<file path="src/rtl/control_sequencer.sv">
// rtl/control_sequencer.sv - microcoded control sequencer with stall, halt and bus-conflict suppression
module control_sequencer #(
   parameter int                     CW_WIDTH      = 32,
   parameter int                     OPCODE_WIDTH  = 8,
   parameter int                     STEP_BITS     = 3,
   parameter int                     END_BIT       = 31,
   parameter int                     HALT_BIT      = 30,
   parameter logic [CW_WIDTH-1:0]    DATA_BUS_MASK = 32'h18009112,
   parameter logic [CW_WIDTH-1:0]    ADDR_BUS_MASK = 32'h04000888
) (
   input  logic                              CLOCK,
   input  logic                              RESET,
   input  logic [OPCODE_WIDTH-1:0]           OPCODE,
   input  logic                              STALL,
   input  logic                              RESUME,
   input  logic [CW_WIDTH-1:0]               MICRO_WORD,
   output logic [OPCODE_WIDTH+STEP_BITS-1:0] MICRO_ADDR,
   output logic [CW_WIDTH-1:0]               CONTROL_LINES,
   output logic [STEP_BITS-1:0]              STEP,
   output logic                              HALTED,
   output logic                              BUS_CONFLICT,
   output logic                              STEP_OVERFLOW
);

   typedef enum logic {ST_RUN = 1'b0, ST_HALT = 1'b1} state_t;

   localparam logic [STEP_BITS-1:0] STEP_MAX = '1;

   state_t               state_q, state_d;
   logic [STEP_BITS-1:0] step_q, step_d;
   logic [CW_WIDTH-1:0]  cl_q, cl_d;
   logic                 conflict_q, conflict_d;
   logic                 ovf_q, ovf_d;

   logic [CW_WIDTH-1:0]  data_masked, addr_masked, filtered_word;
   logic                 data_multi, addr_multi;

   // x & (x-1) is nonzero exactly when x has two or more bits set
   assign data_masked   = MICRO_WORD & DATA_BUS_MASK;
   assign addr_masked   = MICRO_WORD & ADDR_BUS_MASK;
   assign data_multi    = |(data_masked & (data_masked - CW_WIDTH'(1)));
   assign addr_multi    = |(addr_masked & (addr_masked - CW_WIDTH'(1)));
   assign filtered_word = MICRO_WORD
                        & ~(data_multi ? DATA_BUS_MASK : '0)
                        & ~(addr_multi ? ADDR_BUS_MASK : '0);

   always_comb begin
      state_d    = state_q;
      step_d     = step_q;
      cl_d       = '0;
      conflict_d = conflict_q;
      ovf_d      = ovf_q;
      case (state_q)
         ST_RUN: begin
            if (!STALL) begin
               cl_d = filtered_word;
               if (data_multi || addr_multi) conflict_d = 1'b1;
               if (MICRO_WORD[HALT_BIT]) begin
                  step_d  = '0;
                  state_d = ST_HALT;
               end else if (MICRO_WORD[END_BIT]) begin
                  step_d = '0;
               end else begin
                  step_d = step_q + STEP_BITS'(1);
                  if (step_q == STEP_MAX) ovf_d = 1'b1;
               end
            end
         end
         ST_HALT: begin
            step_d = '0;
            if (RESUME && !STALL) state_d = ST_RUN;
         end
         default: state_d = ST_RUN;
      endcase
   end

   always_ff @(posedge CLOCK) begin
      if (RESET) begin
         state_q    <= ST_RUN;
         step_q     <= '0;
         cl_q       <= '0;
         conflict_q <= 1'b0;
         ovf_q      <= 1'b0;
      end else begin
         state_q    <= state_d;
         step_q     <= step_d;
         cl_q       <= cl_d;
         conflict_q <= conflict_d;
         ovf_q      <= ovf_d;
      end
   end

   assign MICRO_ADDR    = {OPCODE, step_q};
   assign CONTROL_LINES = cl_q;
   assign STEP          = step_q;
   assign HALTED        = (state_q == ST_HALT);
   assign BUS_CONFLICT  = conflict_q;
   assign STEP_OVERFLOW = ovf_q;

endmodule

</file>
<file path="config.mk">
export PLATFORM = sky130hd
export DESIGN_NAME = control_sequencer
export DESIGN_NICKNAME = d
export VERILOG_FILES = /design/src/rtl/control_sequencer.sv
export SDC_FILE = /design/constraint.sdc
export NUM_CORES = 1
export LEC_CHECK = 0
export BUFFER_PORTS_ARGS = -buffer_cell sky130_fd_sc_hd__buf_2
export CORE_MARGIN = 3
export CORE_UTILIZATION = 42
export DETAILED_ROUTE_END_ITERATION = 12
export HOLD_SLACK_MARGIN = 0.02
export PLACE_DENSITY = 0.82
export SYNTH_ARGS = -nofsm -noshare
export SYNTH_HDL_FRONTEND = slang
export SYNTH_SLANG_ARGS = --single-unit
export TNS_END_PERCENT = 50
</file>
<file path="constraint.sdc">
create_clock -name CLOCK -period 2.4 [get_ports CLOCK]
set_input_delay 0.36 -clock CLOCK [delete_from_list [all_inputs] [get_ports CLOCK]]
set_output_delay 0.36 -clock CLOCK [all_outputs]
set_load 0.01 [all_outputs]
</file>
==> results.md <==
* TritonCTS Buffers at 5
* Share of cells above drive strength 1 at 0.446
* Syn_nets at 169
* CTS tree: built
* Layout net count at 240
* DRT antenna net count at 0
* Max-slew violations at 0
* Fillers at roughly 240
* Pin slew with the least headroom to its limit at 0.573 ns
* Status: completed
* Post-synthesis cell count at about 120
* Synthesized area at ~1300 sq um
* Count of cell types in the netlist at 25
* Global-route usage over all layers at 0.133
* Pre-Repair DR Iteration Count at 4
* Largest net degree at the start of global routing at 22
* DP HPWL at between 1500 and 2000 um
* Startpoint types: flop
* Clock root buffer: clkbuf_4
* Post-synthesis sequential area ratio at 0.586
* Starting density of the core at 0.455
* Slew headroom at 0.614
* Leak at 0.925 nW
* Initial detailed-routing violation count at 32
* Yosys warning count at 0
* H-tree Lvls at 2
* Antenna cells at 0
* Endpoints failing setup at 0
* # IOs at a little over 90
* FP Rows at 19
* Fin. Hold Viols at 0
* Die Footprint at between 3000 and 4000 sq um
* Final WL at 2560 um
* Hold buffer count at cts at 0
* Crit path DAT at 0.96 ns
* Max incr delay on CP at between 0.4 and 0.5 ns
* Vias in the first global route at between 800 and 900
* Max Cap Viol at 0
* Growth of design area from synthesis to finish at 34.5%
* Footprint of the multi-input gates at about 430 sq um
* Vias per inst at ~4.6
* Cell area power density at 751 nW/um^2
* Post-cts resize count at 0
* Crit share post-route at 0.552
* Synthesized area per cell at around 11 sq um
* Via count at between 1000 and 1500
* Clock transition at path regs at about 0.11 ns
* CORE AREA at roughly 2900 sq um
* Fin cells at between 200 and 250
* RSZ-0062 raised after global routing: false
* Type of destination of the critical path: output pin
* Critical Path RT at between 2 and 2.5 ns
* FF+latch area at 761 sq um
* Setup Buffers After CTS at 0
* Total negative slack at 0 ns
* Routed WL per cell at 11.3 um
* Critical path's top delay family: flip-flops
* Fin Clk Skew at around 0.0046 ns
* Crit path buffers/inverters at 1
* Clock sinks at 38
* CP max stage cell: dfxtp_1
* DP Cell Count at 218
* Top achievable clock speed at 755 MHz
* #FFs+latches synth at 38
* Die span in y at 61.6 um
* Port Buf Inserts at 76
* GRT Residual Overflow at 0
* Min Tclk post-route at ~1.3 ns
* Worst-Skew Late Latency at about 0.33 ns
* Peak VDD IR at 0.000322 V
* Drc violations at 0
* Crit path max fanout at 6
* Clk buf depth at 2
* CP cell instances: buf_2
* Initial antenna violation count at 0
* Routability Congestion at between 0.7 and 0.8
* Setup CP Type: flop to output pin
* First-pass GRT wire length at 3550 um
* Die W at 61.6 um
* Hold Path Class: primary input to flop
==> final cells by class <==
class,count,area share
clock buffer,6,0.0294
clock inverter,2,0.0344
inverter,4,0.00860
multi-input combinational,68,0.248
sequential,38,0.436
tap,31,0.0222
timing repair buffer,77,0.222
==> synth_stat cells <==
cell      number  area, sq um
a211oi_1       2         15.0
a21oi_1        3         15.0
a222oi_1       1         10.0
a22oi_1        2         15.0
and2_1        26          163
and3b_1        2         17.5
and4b_1        2         20.0
buf_4         11         82.6
clkbuf_1       2         7.51
dfxtp_1       38          761
ha_1           2         25.0
inv_1          4         15.0
mux2i_1        1         10.0
nand2_1        2         7.51
nand3_1        1         5.00
nand4_1        1         6.26
nor2_1        11         41.3
nor2_2         1         6.26
nor2b_1        1         6.26
nor3_1         2         10.0
nor3_4         1         16.3
nor3b_1        1         7.51
nor4_1         1         6.26
o211ai_1       2         15.0
o21ai_0        3         15.0
==> registers in the layout, indices dropped and copies added, names as in the netlist <==
name           count
BUS_CONFLICT       1
CONTROL_LINES     32
HALTED             1
STEP               3
STEP_OVERFLOW      1
==> placed cells by master, fill, tap and decap left out <==
cell type,Yosys,layout
nand3_1,1,1
nor2b_1,1,1
nand2_1,2,2
clkbuf_8,0,1
clkbuf_4,0,5
a22oi_1,2,2
buf_4,11,1
a21oi_1,3,3
nor2_1,11,11
o211ai_1,2,2
nor3b_1,1,1
a211oi_1,2,2
and2_1,26,26
nor3_4,1,1
nand4_1,1,1
nor2_2,1,1
and3b_1,2,2
bufinv_16,0,2
dfxtp_1,38,38
and4b_1,2,2
o21ai_0,3,3
a222oi_1,1,1
nor4_1,1,1
nor3_1,2,2
mux2i_1,1,1
buf_2,0,76
inv_1,4,4
ha_1,2,2
==> cell families after synthesis <==
family / Yosys count / share of synthesized area
multiplexers: 1 / 0.00771
adder cells (fa/ha/maj): 2 / 0.0193
AND/OR/NAND/NOR: 52 / 0.241
buffers and inverters: 17 / 0.0809
flip-flops: 38 / 0.586
AO/OA/AOI/OAI: 13 / 0.0655
==> routing by layer <==
metal / vias to the layer above / wire (um) / GRT usage
met5: - / 0 / 0
met4: 0 / 69 / 0.0788
met3: 10 / 425 / 0.0943
met2: 74 / 1030 / 0.188
met1: 422 / 1030 / 0.144
li1: 537 / - / -
==> per-stage QoR <==
step	utilization	setup slack (ns)	hold slack, ns	area (sq um)	power, W
6_report	0.612	1.08	0.222	1750	0.00131
5_1_grt	0.612	0.994	0.175	1750	0.00138
2_1_floorplan	-	1.20	0.429	1300	0.000728
4_1_cts	0.612	1.05	0.203	1750	0.00133
3_3_place_gp	0.573	0.989	0.450	1640	0.000774
3_5_place_dp	0.573	0.947	0.464	1640	0.000774
==> power by group <==
group | switching, W | internal [W] | leakage, nW
sequential | 0.00000654 | 0.000649 | 0.310
clock | 0.000201 | 0.000353 | 0.0585
combinational | 0.0000521 | 0.0000513 | 0.556
==> path summary, 6_finish.rpt <==
path / start / endpoint / slack (ns) / depth (start not counted)
setup / recovery: HALTED / HALTED / 1.08 / 1
hold / removal: MICRO_WORD[19] / CONTROL_LINES[19] / 0.22 / 2
hold reg to reg: STEP_OVERFLOW / STEP_OVERFLOW / 0.49 / 2
setup reg to reg: HALTED / STEP[2] / 1.15 / 3
Note: power is estimated with default switching activity, not from simulation.
